--- src/rtl/elevator_pkg.sv ---
`default_nettype none
// ============================================================================
// Module   : elevator_pkg
// Purpose  : Constants shared by the elevator controller and its request
//            latch: floor count, floor index width, travel directions,
//            named floor indices and a request popcount helper.
// Ports    : none (package)
// Revision : 1.0  initial release
// ============================================================================
package elevator_pkg;

   localparam int NUM_FLOORS = 3;
   localparam int FLOOR_W    = 2;

   localparam logic DIR_UP   = 1'b1;
   localparam logic DIR_DOWN = 1'b0;

   localparam logic [FLOOR_W-1:0] FLOOR_0 = 2'd0;
   localparam logic [FLOOR_W-1:0] FLOOR_1 = 2'd1;
   localparam logic [FLOOR_W-1:0] FLOOR_2 = 2'd2;

   // Number of set bits in a request vector. With three floors this is 0..3,
   // so two bits are sufficient.
   function automatic logic [1:0] popcount_req(input logic [NUM_FLOORS-1:0] v);
      logic [1:0] sum;
      sum = 2'd0;
      for (int i = 0; i < NUM_FLOORS; i++) begin
         sum = sum + 2'(v[i]);
      end
      return sum;
   endfunction

endpackage : elevator_pkg
`default_nettype wire

--- src/rtl/button_debouncer.sv ---
`default_nettype none
// ============================================================================
// Module   : button_debouncer
// Purpose  : Two-flop synchroniser followed by a counter-based debouncer for
//            one raw push button. A new level is accepted only after the
//            synchronised input has differed from the stable level for
//            DEBOUNCE_CYCLES consecutive cycles.
// Ports    : clk       in  system clock, rising edge
//            reset_n   in  asynchronous active-low reset
//            btn_async in  raw button level, asynchronous to clk
//            stb       out debounced stable level
//            press     out high for the cycle in which a 0->1 accept happens
//                          (registered state only, no path from btn_async)
// Revision : 1.0  initial release
// ============================================================================
module button_debouncer #(
   parameter int DEBOUNCE_CYCLES = 4,
   parameter int CNT_W           = 3
) (
   input  logic clk,
   input  logic reset_n,
   input  logic btn_async,
   output logic stb,
   output logic press
);

   localparam logic [CNT_W-1:0] CNT_LAST = CNT_W'(DEBOUNCE_CYCLES - 1);

   logic             sync1;
   logic             sync2;
   logic [CNT_W-1:0] cnt;
   logic             accept;

   // The counter only runs while sync2 disagrees with the stable level; any
   // return to agreement restarts it, so short glitches never get accepted.
   assign accept = (sync2 != stb) && (cnt == CNT_LAST);
   assign press  = accept && sync2;

   always_ff @(posedge clk or negedge reset_n) begin
      if (!reset_n) begin
         sync1 <= 1'b0;
         sync2 <= 1'b0;
         cnt   <= '0;
         stb   <= 1'b0;
      end else begin
         sync1 <= btn_async;
         sync2 <= sync1;
         if (sync2 == stb) begin
            cnt <= '0;
         end else if (accept) begin
            stb <= sync2;
            cnt <= '0;
         end else begin
            cnt <= cnt + 1'b1;
         end
      end
   end

endmodule : button_debouncer
`default_nettype wire

--- src/rtl/elevator_request_latch.sv ---
`default_nettype none
// ============================================================================
// Module   : elevator_request_latch
// Purpose  : Upstream stage of the elevator controller. Debounces the floor
//            call buttons, latches each press as a pending request and
//            clears it when the controller reports the door open at that
//            floor.
// Ports    : clk           in  system clock, rising edge
//            reset_n       in  asynchronous active-low reset
//            btn           in  raw button levels (1 = pressed), asynchronous
//            current_floor in  floor index from the controller
//            door          in  door-open pulse from the controller
//            req           out pending requests, bit i = floor i
//            new_req       out one-cycle pulse per newly latched request
//            pending_count out number of set bits in req
// Revision : 1.0  initial release
// ============================================================================
module elevator_request_latch
   import elevator_pkg::*;
#(
   parameter int DEBOUNCE_CYCLES = 4,
   parameter int CNT_W           = 3
) (
   input  logic                  clk,
   input  logic                  reset_n,
   input  logic [NUM_FLOORS-1:0] btn,
   input  logic [FLOOR_W-1:0]    current_floor,
   input  logic                  door,
   output logic [NUM_FLOORS-1:0] req,
   output logic [NUM_FLOORS-1:0] new_req,
   output logic [1:0]            pending_count
);

   logic [NUM_FLOORS-1:0] press;
   logic [NUM_FLOORS-1:0] clear;
   // Debounced levels are only needed inside the debouncers; a held button
   // cannot re-latch because no fresh 0->1 accept occurs until it is released.
   logic [NUM_FLOORS-1:0] stable_unused;

   generate
      for (genvar i = 0; i < NUM_FLOORS; i++) begin : g_btn
         button_debouncer #(
            .DEBOUNCE_CYCLES (DEBOUNCE_CYCLES),
            .CNT_W           (CNT_W)
         ) u_debouncer (
            .clk       (clk),
            .reset_n   (reset_n),
            .btn_async (btn[i]),
            .stb       (stable_unused[i]),
            .press     (press[i])
         );
      end
   endgenerate

   // A floor index outside 0..NUM_FLOORS-1 matches no bit and clears nothing.
   always_comb begin
      clear = '0;
      for (int i = 0; i < NUM_FLOORS; i++) begin
         clear[i] = door && (current_floor == FLOOR_W'(i));
      end
   end

   // Clear has priority over a simultaneous set: the passenger at that floor
   // is already being served, so neither req nor new_req rises.
   always_ff @(posedge clk or negedge reset_n) begin
      if (!reset_n) begin
         req     <= '0;
         new_req <= '0;
      end else begin
         req     <= (req | press) & ~clear;
         new_req <= press & ~req & ~clear;
      end
   end

   assign pending_count = popcount_req(req);

endmodule : elevator_request_latch
`default_nettype wire

--- config.mk ---
export PLATFORM = sky130hd
export DESIGN_NAME = elevator_request_latch
export DESIGN_NICKNAME = d
export VERILOG_FILES = /design/src/rtl/elevator_pkg.sv /design/src/rtl/button_debouncer.sv /design/src/rtl/elevator_request_latch.sv
export SDC_FILE = /design/constraint.sdc
export NUM_CORES = 1
export LEC_CHECK = 0
export CAP_MARGIN = 25
export CORE_MARGIN = 4
export CORE_UTILIZATION = 40
export DETAILED_ROUTE_END_ITERATION = 6
export PLACE_DENSITY = 0.73
export SETUP_SLACK_MARGIN = 0.3
export SLEW_MARGIN = 20
export SYNTH_ARGS = -nofsm -noshare
export SYNTH_HDL_FRONTEND = slang
export SYNTH_SLANG_ARGS = --single-unit
--- constraint.sdc ---
create_clock -name clk -period 2.6 [get_ports clk]
set_clock_uncertainty 0.15 [all_clocks]
set_input_delay 0.26 -clock clk [delete_from_list [all_inputs] [get_ports clk]]
set_output_delay 0.26 -clock clk [all_outputs]
set_load 0.01 [all_outputs]
==> impl_metrics.env, run 1 <==
export IMPL_result_of_the_run="completed"
export IMPL_final_critical_path_time_including_i_o_delays_and_setup_ns=2.23
export IMPL_clock_tree_from_tritoncts="built"
export IMPL_synthTopCellsByCount="24 x dfrtp_1, 5 x nor3b_1, 4 x inv_1, 4 x nor3_1"
export IMPL_crit_chain="fa_1 > clkdlybuf4s50_1"
export IMPL_postSynthCellCount=61
export IMPL_post_synth_num_cell_types=20
export IMPL_net_switching_power_uw=291
export IMPL_r2r_start="g_btn[0].u_debouncer.cnt[0]$_DFF_PN0_"
export IMPL_routed_via_density=4.97
export IMPL_warnings_from_yosys=0
export IMPL_placed_cells_incl_taps=105
export IMPL_setup_violations=0
export IMPL_layout_setup_ws_ns=0.369
export IMPL_cp_start_kind="flop"
export IMPL_rows=17
export IMPL_cts_hold_buffers=0
export IMPL_share_of_the_synthesized_area_in_compound_gates_ao_oa_aoi_oai_pct=5.18
export IMPL_synth_top_family_by_area="simple AND/OR/NAND/NOR gates"
export IMPL_share_seq_of_total_power_pct=52.4
export IMPL_ant_nets=0
export IMPL_synth_top_area_cell="dfrtp_1"
export IMPL_synth_largest_type_area_fraction_pct=65.4
export IMPL_power_density_cell_area_mw_per_mm2=887
export IMPL_worst_pin_slew_ns=0.308
export IMPL_clock_power_share_pct=15.0
export IMPL_cts_reportedPaths_clkPinSlew_ns=0.11
export IMPL_antenna_cells=0
export IMPL_synth_simple_area_share_pct=14.6
export IMPL_crit_fanout=4
export IMPL_cts_sinks=24
export IMPL_drt_iter0_markers=7
export IMPL_finish_cell_count_without_fillers=108
export IMPL_min_path_type="input pin to asynchronous set/reset pin"
export IMPL_first_pass_iters=4
export IMPL_initial_utilization_pct=41.9
export IMPL_synth_async_reset_ratio_pct=100
export IMPL_power_report_internal_total_uw=714
export IMPL_vias_in_the_first_global_route=525
export IMPL_synth_seq_cells=24
export IMPL_root_buffer="clkbuf_4"
export IMPL_ys_dominant_reg_cell="dfrtp_1"
export IMPL_grt_antenna_before_repair=0
export IMPL_achievable_frequency_mhz=448
export IMPL_cp_buffers_inverters=1
export IMPL_layout_drive_gt1_share_pct=10.0
export IMPL_yosys_area_share_adder_pct=6.27
export IMPL_worst_endpoint_required_ns=2.19
export IMPL_die_h_um=55.9
export IMPL_synth_cell_area_um2=918
export IMPL_timing_max_slew_rel_slack_pct=79.4
export IMPL_groute_usage_overall_pct=9.63
export IMPL_max_cap_viol_count=0
export IMPL_cpLargestDelayFamily="adder cells"
export IMPL_finalMaxSlewViolations=0
export IMPL_layout_nets=94
export IMPL_worstSkewPairLatency_ns=0.30
export IMPL_ios=16
export IMPL_p_leak_nw=0.513
export IMPL_via_count=537
export IMPL_synth_enable_flop_cells=0
export IMPL_seq_area_frac_synth_pct=65.4
export IMPL_synth_avg_cell_area_um2=15.1
export IMPL_preCtsSetupSlack_ns=0.706
export IMPL_globalRouteOverflowTotal=0
export IMPL_depth_of_the_cts_h_tree=1
export IMPL_critical_path_startpoint="req[0]$_DFF_PN0_"
export IMPL_cp_end_kind="primary output"
export IMPL_die_area_mm2=0.00313
export IMPL_worst_ir_drop_vdd_v=0.000379
export IMPL_post_dp_hpwl_um=1010
export IMPL_first_pass_grt_wire_length_um=2240
export IMPL_timing_critical_path_slowest_stage_cell="fa_1"
export IMPL_synthMostInstantiatedCell="dfrtp_1"
export IMPL_proportion_of_power_drawn_by_combinational_gates_pct=32.6
export IMPL_post_cts_resized=0
export IMPL_synthesis_nets=73
export IMPL_numPortBuffers=15
export IMPL_clk_path_buf_depth=2
export IMPL_rsz0062_at_grt="no"
export IMPL_fin_tns_setup_ns=0
export IMPL_place_congestion=0.715
export IMPL_synth_xor_xnor_area_share_pct=2.86
export IMPL_drt_drc_violations_left=0
export IMPL_timing_hold_violations_final=0
export IMPL_max_stage_delay_ns=0.54
export IMPL_floorplan_core_area_mm2=0.00219
export IMPL_wire_per_inst_um=11.8
export IMPL_netlist_top_cells_area="dfrtp_1 65%, ha_1 4.1%, nor3b_1 4.1%, xnor2_1 2.9%, mux2_1 2.5%"
export IMPL_synth_area_mux_share_pct=4.09
export IMPL_setup_worst_path_class="flop to primary output"
export IMPL_grt_max_degree=25
export IMPL_cts_setup_buffers=0
export IMPL_area_growth_synth_to_final_pct=23.4
export IMPL_power_switching_share_pct=29.0
export IMPL_critical_path_arrival_ns=1.82
export IMPL_cts_buffers_inserted=3
export IMPL_die_width_um=55.9
export IMPL_final_period_utilization_pct=85.8
export IMPL_sum_of_routed_wire_length_over_all_layers_um=1270
-- flip-flops by register name, summed over array words and instances, names as in the netlist --
name	count
g_btn.u_debouncer.cnt	9
g_btn.u_debouncer.stb	3
g_btn.u_debouncer.sync1	3
g_btn.u_debouncer.sync2	3
new_req	3
req	3
-- layout by cell type, fill, tap and decap left out --
cell type | netlist | routed
o22a_1 | 1 | 1
nor2b_1 | 3 | 3
xnor2_1 | 3 | 3
fa_1 | 1 | 1
inv_1 | 4 | 4
clkbuf_4 | 0 | 3
ha_1 | 3 | 3
a311oi_2 | 1 | 1
nand4bb_1 | 2 | 2
and4bb_1 | 1 | 1
nand2_1 | 1 | 1
mux2_1 | 2 | 2
dfrtp_1 | 24 | 24
buf_4 | 0 | 1
o211a_1 | 1 | 1
nor3b_1 | 5 | 5
and2b_4 | 1 | 1
a21oi_1 | 1 | 1
a32oi_1 | 1 | 1
nor3_1 | 4 | 4
nor2b_2 | 1 | 1
clkdlybuf4s50_1 | 0 | 15
mux2_4 | 1 | 1
-- power groups by stage --
| stage | Combinational [mW] | Clock (mW) | Sequential (mW) |
|---|---|---|---|
| global route | 0.361 | 0.181 | 0.544 |
| CTS | 0.335 | 0.159 | 0.529 |
| global placement | 0.320 | 0 | 0.529 |
| detailed placement | 0.334 | 0 | 0.538 |
| finish | 0.328 | 0.151 | 0.527 |
| floorplan | 0.186 | 0 | 0.535 |
-- per-stage QoR --
step | instance area (um2) | util (%) | power, mW | hold slack, ns
after floorplan | 918 | - | 0.721 | -0.186
after global placement | 1110 | 50.7 | 0.848 | 0.182
after detailed placement | 1110 | 50.7 | 0.872 | 0.186
after CTS | 1130 | 51.7 | 1.02 | 0.144
after global routing | 1130 | 51.7 | 1.09 | 0.147
final | 1130 | 51.7 | 1.01 | 0.140
-- kinds of logic (layout without fill, tap and decap cells) --
| family | after synthesis | in the layout |
|---|---|---|
| compound gates | 5 | 5 |
| flops | 24 | 24 |
| fa+ha+maj | 4 | 4 |
| mux | 3 | 3 |
| buf+inv | 4 | 23 |
| xor+xnor | 3 | 3 |
| simple gates | 18 | 18 |
-- metal layers --
metal | part of all wire, % | track usage (%) | wire, um
met1 | 41 | 9.97 | 518
met2 | 47 | 15.7 | 592
met3 | 8.1 | 2.32 | 103
met4 | 4.5 | 9.15 | 57
met5 | 0 | 0 | 0
-- layout make-up --
class / count / area [um2]
fillers: 195 / 1060
inverters: 4 / 15.0
multi-input cells: 33 / 303
flip-flops and latches: 24 / 601
well taps: 28 / 35.0
clock buffers: 3 / 22.5
repair buffers: 16 / 158
-- final timing paths --
kind | to | slack [ns] | cells past startpoint
worst min register to register | g_btn[0].u_debouncer.sync2$_DFF_PN0_ | 0.21 | 0
worst min-delay path | new_req[1]$_DFF_PN0_ | 0.14 | 2
worst max-delay path | pending_count[0] | 0.37 | 2
max in group asynchronous | g_btn[0].u_debouncer.cnt[2]$_DFF_PN0_ | 1.94 | 2
min in group clk | g_btn[0].u_debouncer.sync2$_DFF_PN0_ | 0.21 | 0
worst max register to register | g_btn[0].u_debouncer.stb$_DFFE_PN0P_ | 1.23 | 3
Note: power is estimated with default switching activity, not from simulation.
==> inputs of run 2 (changes only) <==
--- a/config.mk
+++ b/config.mk
@@ -10,6 +10,7 @@
 export CORE_UTILIZATION = 40
 export DETAILED_ROUTE_END_ITERATION = 6
 export PLACE_DENSITY = 0.73
+export RECOVER_POWER = 50
 export SETUP_SLACK_MARGIN = 0.3
 export SLEW_MARGIN = 20
 export SYNTH_ARGS = -nofsm -noshare
==> run 2 against run 1 <==
Via count unchanged. Worst hold slack better by 0.070 ns. Cell count stayed put. Maximum frequency unchanged. Clock power about the same. Highest routed layer unchanged.
==> impl_metrics.env, run 2 (same netlist as run 1, synthesis figures left out) <==
export IMPL_setup_violations=0
export IMPL_sum_of_routed_wire_length_over_all_layers_um=1270
export IMPL_crit_chain="fa_1 > clkdlybuf4s50_1"
export IMPL_finalMaxSlewViolations=0
export IMPL_timing_hold_violations_final=0
export IMPL_power_switching_share_pct=29.0
export IMPL_cts_hold_buffers=0
export IMPL_depth_of_the_cts_h_tree=1
export IMPL_p_leak_nw=0.510
export IMPL_cp_buffers_inverters=1
export IMPL_first_pass_iters=4
export IMPL_clk_path_buf_depth=2
export IMPL_worst_ir_drop_vdd_v=0.000374
export IMPL_place_congestion=0.715
export IMPL_clock_tree_from_tritoncts="built"
export IMPL_drt_iter0_markers=8
export IMPL_routed_via_density=4.97
export IMPL_first_pass_grt_wire_length_um=2240
export IMPL_layout_cells_most_common="dfrtp_1"
export IMPL_clock_power_share_pct=15.0
export IMPL_initial_utilization_pct=41.9
export IMPL_cts_setup_buffers=0
export IMPL_floorplan_core_area_mm2=0.00219
export IMPL_setup_worst_path_class="flop to primary output"
export IMPL_final_critical_path_time_including_i_o_delays_and_setup_ns=2.23
export IMPL_grt_max_degree=25
export IMPL_power_density_cell_area_mw_per_mm2=888
export IMPL_timing_max_slew_rel_slack_pct=20.4
export IMPL_rows=17
export IMPL_cp_start_kind="flop"
export IMPL_drt_drc_violations_left=0
export IMPL_die_h_um=55.9
export IMPL_area_growth_synth_to_final_pct=23.0
export IMPL_ios=16
export IMPL_max_stage_delay_ns=0.54
export IMPL_layout_drive_gt1_share_pct=8.75
export IMPL_die_width_um=55.9
export IMPL_worst_pin_slew_ns=1.19
export IMPL_worstSkewPairLatency_ns=0.30
export IMPL_largest_register="g_btn.u_debouncer.cnt"
export IMPL_layout_nets=94
export IMPL_globalRouteOverflowTotal=0
export IMPL_die_area_mm2=0.00313
export IMPL_cts_buffers_inserted=3
export IMPL_post_dp_hpwl_um=1010
export IMPL_postLayoutCoreUtil_pct=51.6
export IMPL_vias_in_the_first_global_route=525
export IMPL_via_count=537
export IMPL_antenna_cells=0
export IMPL_achievable_frequency_mhz=448
export IMPL_final_period_utilization_pct=85.8
export IMPL_timing_critical_path_slowest_stage_cell="fa_1"
export IMPL_cp_end_kind="primary output"
export IMPL_fin_tns_setup_ns=0
export IMPL_cts_reportedPaths_clkPinSlew_ns=0.11
export IMPL_post_cts_resized=0
export IMPL_share_seq_of_total_power_pct=52.5
export IMPL_max_cap_viol_count=0
export IMPL_net_switching_power_uw=291
export IMPL_groute_usage_overall_pct=9.63
export IMPL_numPortBuffers=15
export IMPL_rsz0062_at_grt="no"
export IMPL_min_path_type="flop to flop"
export IMPL_worst_endpoint_required_ns=2.19
export IMPL_cts_sinks=24
export IMPL_power_report_internal_total_uw=712
export IMPL_grt_antenna_before_repair=0
export IMPL_cpLargestDelayFamily="adder cells"
export IMPL_wire_per_inst_um=11.7
export IMPL_largest_register_ff_count=9
export IMPL_mostFrequentLayoutCells="24 x dfrtp_1, 11 x clkdlybuf4s50_1, 5 x nor3b_1"
export IMPL_proportion_of_power_drawn_by_combinational_gates_pct=32.5
export IMPL_crit_fanout=4
export IMPL_result_of_the_run="completed"
export IMPL_ant_nets=0
export IMPL_critical_path_arrival_ns=1.82
export IMPL_root_buffer="clkbuf_4"
## run 2: changes by cell type in the layout (fill, tap and decap cells not counted), sizes merged
cell           delta
clkbuf            +1
dlygate4sd3       +4
buf               -1
clkdlybuf4s50     -4
## run 2: final cells by class
cell class / instances / area, um2
flip-flops and latches: 24 / 601
well taps: 28 / 35.0
fillers: 195 / 1060
multi-input cells: 33 / 303
repair buffers: 16 / 154
clock buffers: 3 / 22.5
inverters: 4 / 15.0
## run 2: final timing paths
kind,startpoint,endpoint,slack (ns),depth (start not counted)
setup / recovery,req[0]$_DFF_PN0_,pending_count[0],0.37,2
hold / removal,g_btn[0].u_debouncer.sync1$_DFF_PN0_,g_btn[0].u_debouncer.sync2$_DFF_PN0_,0.21,0
setup reg to reg,g_btn[0].u_debouncer.cnt[0]$_DFF_PN0_,g_btn[0].u_debouncer.stb$_DFFE_PN0P_,1.23,3
hold reg to reg,g_btn[0].u_debouncer.sync1$_DFF_PN0_,g_btn[0].u_debouncer.sync2$_DFF_PN0_,0.21,0
max in group asynchronous,reset_n,g_btn[0].u_debouncer.cnt[2]$_DFF_PN0_,1.05,2
min in group asynchronous,reset_n,new_req[1]$_DFF_PN0_,0.55,2
## run 2: routing by layer
metal	wire length (um)	GRT usage, %	up-vias
met5	0	0	-
met4	57	9.15	0
met3	103	2.32	5
met2	591	15.7	18
met1	515	9.97	263
li1	-	-	251
## run 2: stage by stage
| step | setup slack, ns | instances | area (um2) | power (mW) | hold WS [ns] |
|---|---|---|---|---|---|
| 6_report | 0.369 | 108 | 1130 | 1.00 | 0.211 |
| 5_1_grt | 0.306 | 108 | 1130 | 1.08 | 0.219 |
| 4_1_cts | 0.349 | 108 | 1130 | 1.02 | 0.144 |
| 3_5_place_dp | 0.706 | 105 | 1110 | 0.872 | 0.186 |
| 3_3_place_gp | 0.732 | 105 | 1110 | 0.848 | 0.182 |
| 2_1_floorplan | 1.17 | 61 | 918 | 0.721 | -0.186 |
## run 2: power by group through the flow
stage | clock network [mW] | registers [mW] | logic [mW]
floorplan | 0 | 0.535 | 0.186
global placement | 0 | 0.529 | 0.320
detailed placement | 0 | 0.538 | 0.334
CTS | 0.159 | 0.529 | 0.335
global route | 0.181 | 0.544 | 0.359
finish | 0.151 | 0.527 | 0.326
==> inputs of run 3 (changes only) <==
--- a/config.mk
+++ b/config.mk
@@ -9,7 +9,6 @@
 export CORE_MARGIN = 4
 export CORE_UTILIZATION = 40
 export DETAILED_ROUTE_END_ITERATION = 6
-export PLACE_DENSITY = 0.73
 export RECOVER_POWER = 50
 export SETUP_SLACK_MARGIN = 0.3
 export SLEW_MARGIN = 20
==> run 3 against run 2 <==
Utilization increased by 1.8 points. Critical endpoint unchanged. Register-to-register slack about the same. Via count decreased by 3.9%. Clock power increased by 71%.
==> impl_metrics.env, run 3 (same netlist as run 1, synthesis figures left out) <==
export IMPL_cts_reportedPaths_clkPinSlew_ns=0.13
export IMPL_final_critical_path_time_including_i_o_delays_and_setup_ns=2.21
export IMPL_power_density_cell_area_mw_per_mm2=956
export IMPL_largest_register_ff_count=9
export IMPL_critical_path_arrival_ns=1.80
export IMPL_timing_hold_violations_final=0
export IMPL_min_path_type="flop to flop"
export IMPL_net_switching_power_uw=297
export IMPL_vias_in_the_first_global_route=550
export IMPL_grt_antenna_before_repair=0
export IMPL_final_period_utilization_pct=85.0
export IMPL_layout_cells_most_common="dfrtp_1"
export IMPL_preCtsSetupSlack_ns=0.715
export IMPL_achievable_frequency_mhz=453
export IMPL_post_dp_hpwl_um=1000
export IMPL_ios=16
export IMPL_drt_iter0_markers=9
export IMPL_clock_tree_from_tritoncts="built"
export IMPL_rows=17
export IMPL_sum_of_routed_wire_length_over_all_layers_um=1270
export IMPL_proportion_of_power_drawn_by_combinational_gates_pct=29.9
export IMPL_worst_endpoint_required_ns=2.19
export IMPL_postLayoutCellArea_mm2=0.00117
export IMPL_antenna_cells=0
export IMPL_groute_usage_overall_pct=9.50
export IMPL_layout_nets=95
export IMPL_layout_drive_gt1_share_pct=12.2
export IMPL_timing_max_slew_rel_slack_pct=18.2
export IMPL_total_power_mw=1.12
export IMPL_initial_utilization_pct=41.9
export IMPL_finalMaxSlewViolations=0
export IMPL_result_of_the_run="completed"
export IMPL_fillers=185
export IMPL_die_area_mm2=0.00313
export IMPL_clock_power_share_pct=23.1
export IMPL_cp_end_kind="primary output"
export IMPL_cts_buffers_inserted=3
export IMPL_placed_cells_incl_taps=105
export IMPL_ant_nets=0
export IMPL_share_seq_of_total_power_pct=47.0
export IMPL_cell_area_after_placement_mm2=0.00111
export IMPL_setup_worst_path_class="flop to primary output"
export IMPL_first_pass_grt_wire_length_um=2300
export IMPL_setup_violations=0
export IMPL_depth_of_the_cts_h_tree=1
export IMPL_p_leak_nw=0.528
export IMPL_area_growth_synth_to_final_pct=27.2
export IMPL_power_switching_share_pct=26.6
export IMPL_place_congestion=0.682
export IMPL_globalRouteOverflowTotal=0
export IMPL_mostFrequentLayoutCells="23 x dfrtp_1, 11 x clkdlybuf4s50_1, 5 x nor3b_1"
export IMPL_worst_pin_slew_ns=1.23
export IMPL_fin_tns_setup_ns=0
export IMPL_max_cap_viol_count=0
export IMPL_postLayoutCoreUtil_pct=53.3
export IMPL_floorplan_core_area_mm2=0.00219
export IMPL_wire_per_inst_um=11.6
export IMPL_cp_start_kind="flop"
export IMPL_crit_fanout=2
export IMPL_final_hold_worst_slack_ns=0.211
export IMPL_reg2reg_slack_ns=1.23
export IMPL_rsz0062_at_grt="no"
export IMPL_layout_setup_ws_ns=0.390
export IMPL_numPortBuffers=15
export IMPL_clk_path_buf_depth=2
export IMPL_cts_hold_buffers=0
export IMPL_worstSkewPairLatency_ns=0.31
export IMPL_die_h_um=55.9
export IMPL_via_count=516
export IMPL_finish_cell_count_without_fillers=110
export IMPL_first_pass_iters=3
export IMPL_root_buffer="clkbuf_4"
export IMPL_cts_sinks=24
export IMPL_worst_ir_drop_vdd_v=0.000422
export IMPL_drt_drc_violations_left=0
export IMPL_routed_via_density=4.69
export IMPL_power_report_internal_total_uw=820
export IMPL_largest_register="g_btn.u_debouncer.cnt"
export IMPL_grt_max_degree=25
export IMPL_die_width_um=55.9
run 3: worst max-delay path, stage by stage (launching register included):
cell	delay, ns
dfrtp_2	0.44
fa_1	0.53
clkdlybuf4s50_1	0.53
run 3: final timing paths:
| check | from | to | depth (start not counted) |
|---|---|---|---|
| worst max register to register | g_btn[2].u_debouncer.cnt[0]$_DFF_PN0_ | g_btn[2].u_debouncer.stb$_DFFE_PN0P_ | 3 |
| worst min-delay path | g_btn[2].u_debouncer.sync1$_DFF_PN0_ | g_btn[2].u_debouncer.sync2$_DFF_PN0_ | 0 |
| worst min register to register | g_btn[2].u_debouncer.sync1$_DFF_PN0_ | g_btn[2].u_debouncer.sync2$_DFF_PN0_ | 0 |
| max in group asynchronous | reset_n | req[0]$_DFF_PN0_ | 2 |
| min in group asynchronous | reset_n | g_btn[2].u_debouncer.sync2$_DFF_PN0_ | 2 |
| worst max-delay path | req[0]$_DFF_PN0_ | pending_count[0] | 2 |
run 3: power groups by stage:
stage	logic, mW	registers, mW	clock network (mW)
after floorplan	0.186	0.535	0
after global placement	0.324	0.531	0
after detailed placement	0.328	0.538	0
after CTS	0.329	0.529	0.271
after global routing	0.374	0.539	0.289
final	0.334	0.525	0.258
run 3: timing repair:
action,4_1_cts,5_1_grt
endpoints found under the setup margin,0,1
buffers inserted,0,1
resized for setup,0,1
run 3: layout make-up:
class / count / area, um2 / area share, %
tap: 28 / 35.0 / 3.00
sequential: 24 / 602 / 51.5
multi-input combinational: 33 / 303 / 25.9
clock buffer: 3 / 22.5 / 1.93
inverter: 4 / 15.0 / 1.28
timing repair buffer: 17 / 161 / 13.8
clock inverter: 1 / 30.0 / 2.57
run 3: routing by layer:
metal | up-vias | track usage, % | wire length [um]
li1 | 252 | - | -
met1 | 246 | 11.8 | 603
met2 | 16 | 14.4 | 555
met3 | 2 | 2.78 | 95
met4 | 0 | 6.10 | 18
met5 | - | 0 | 0
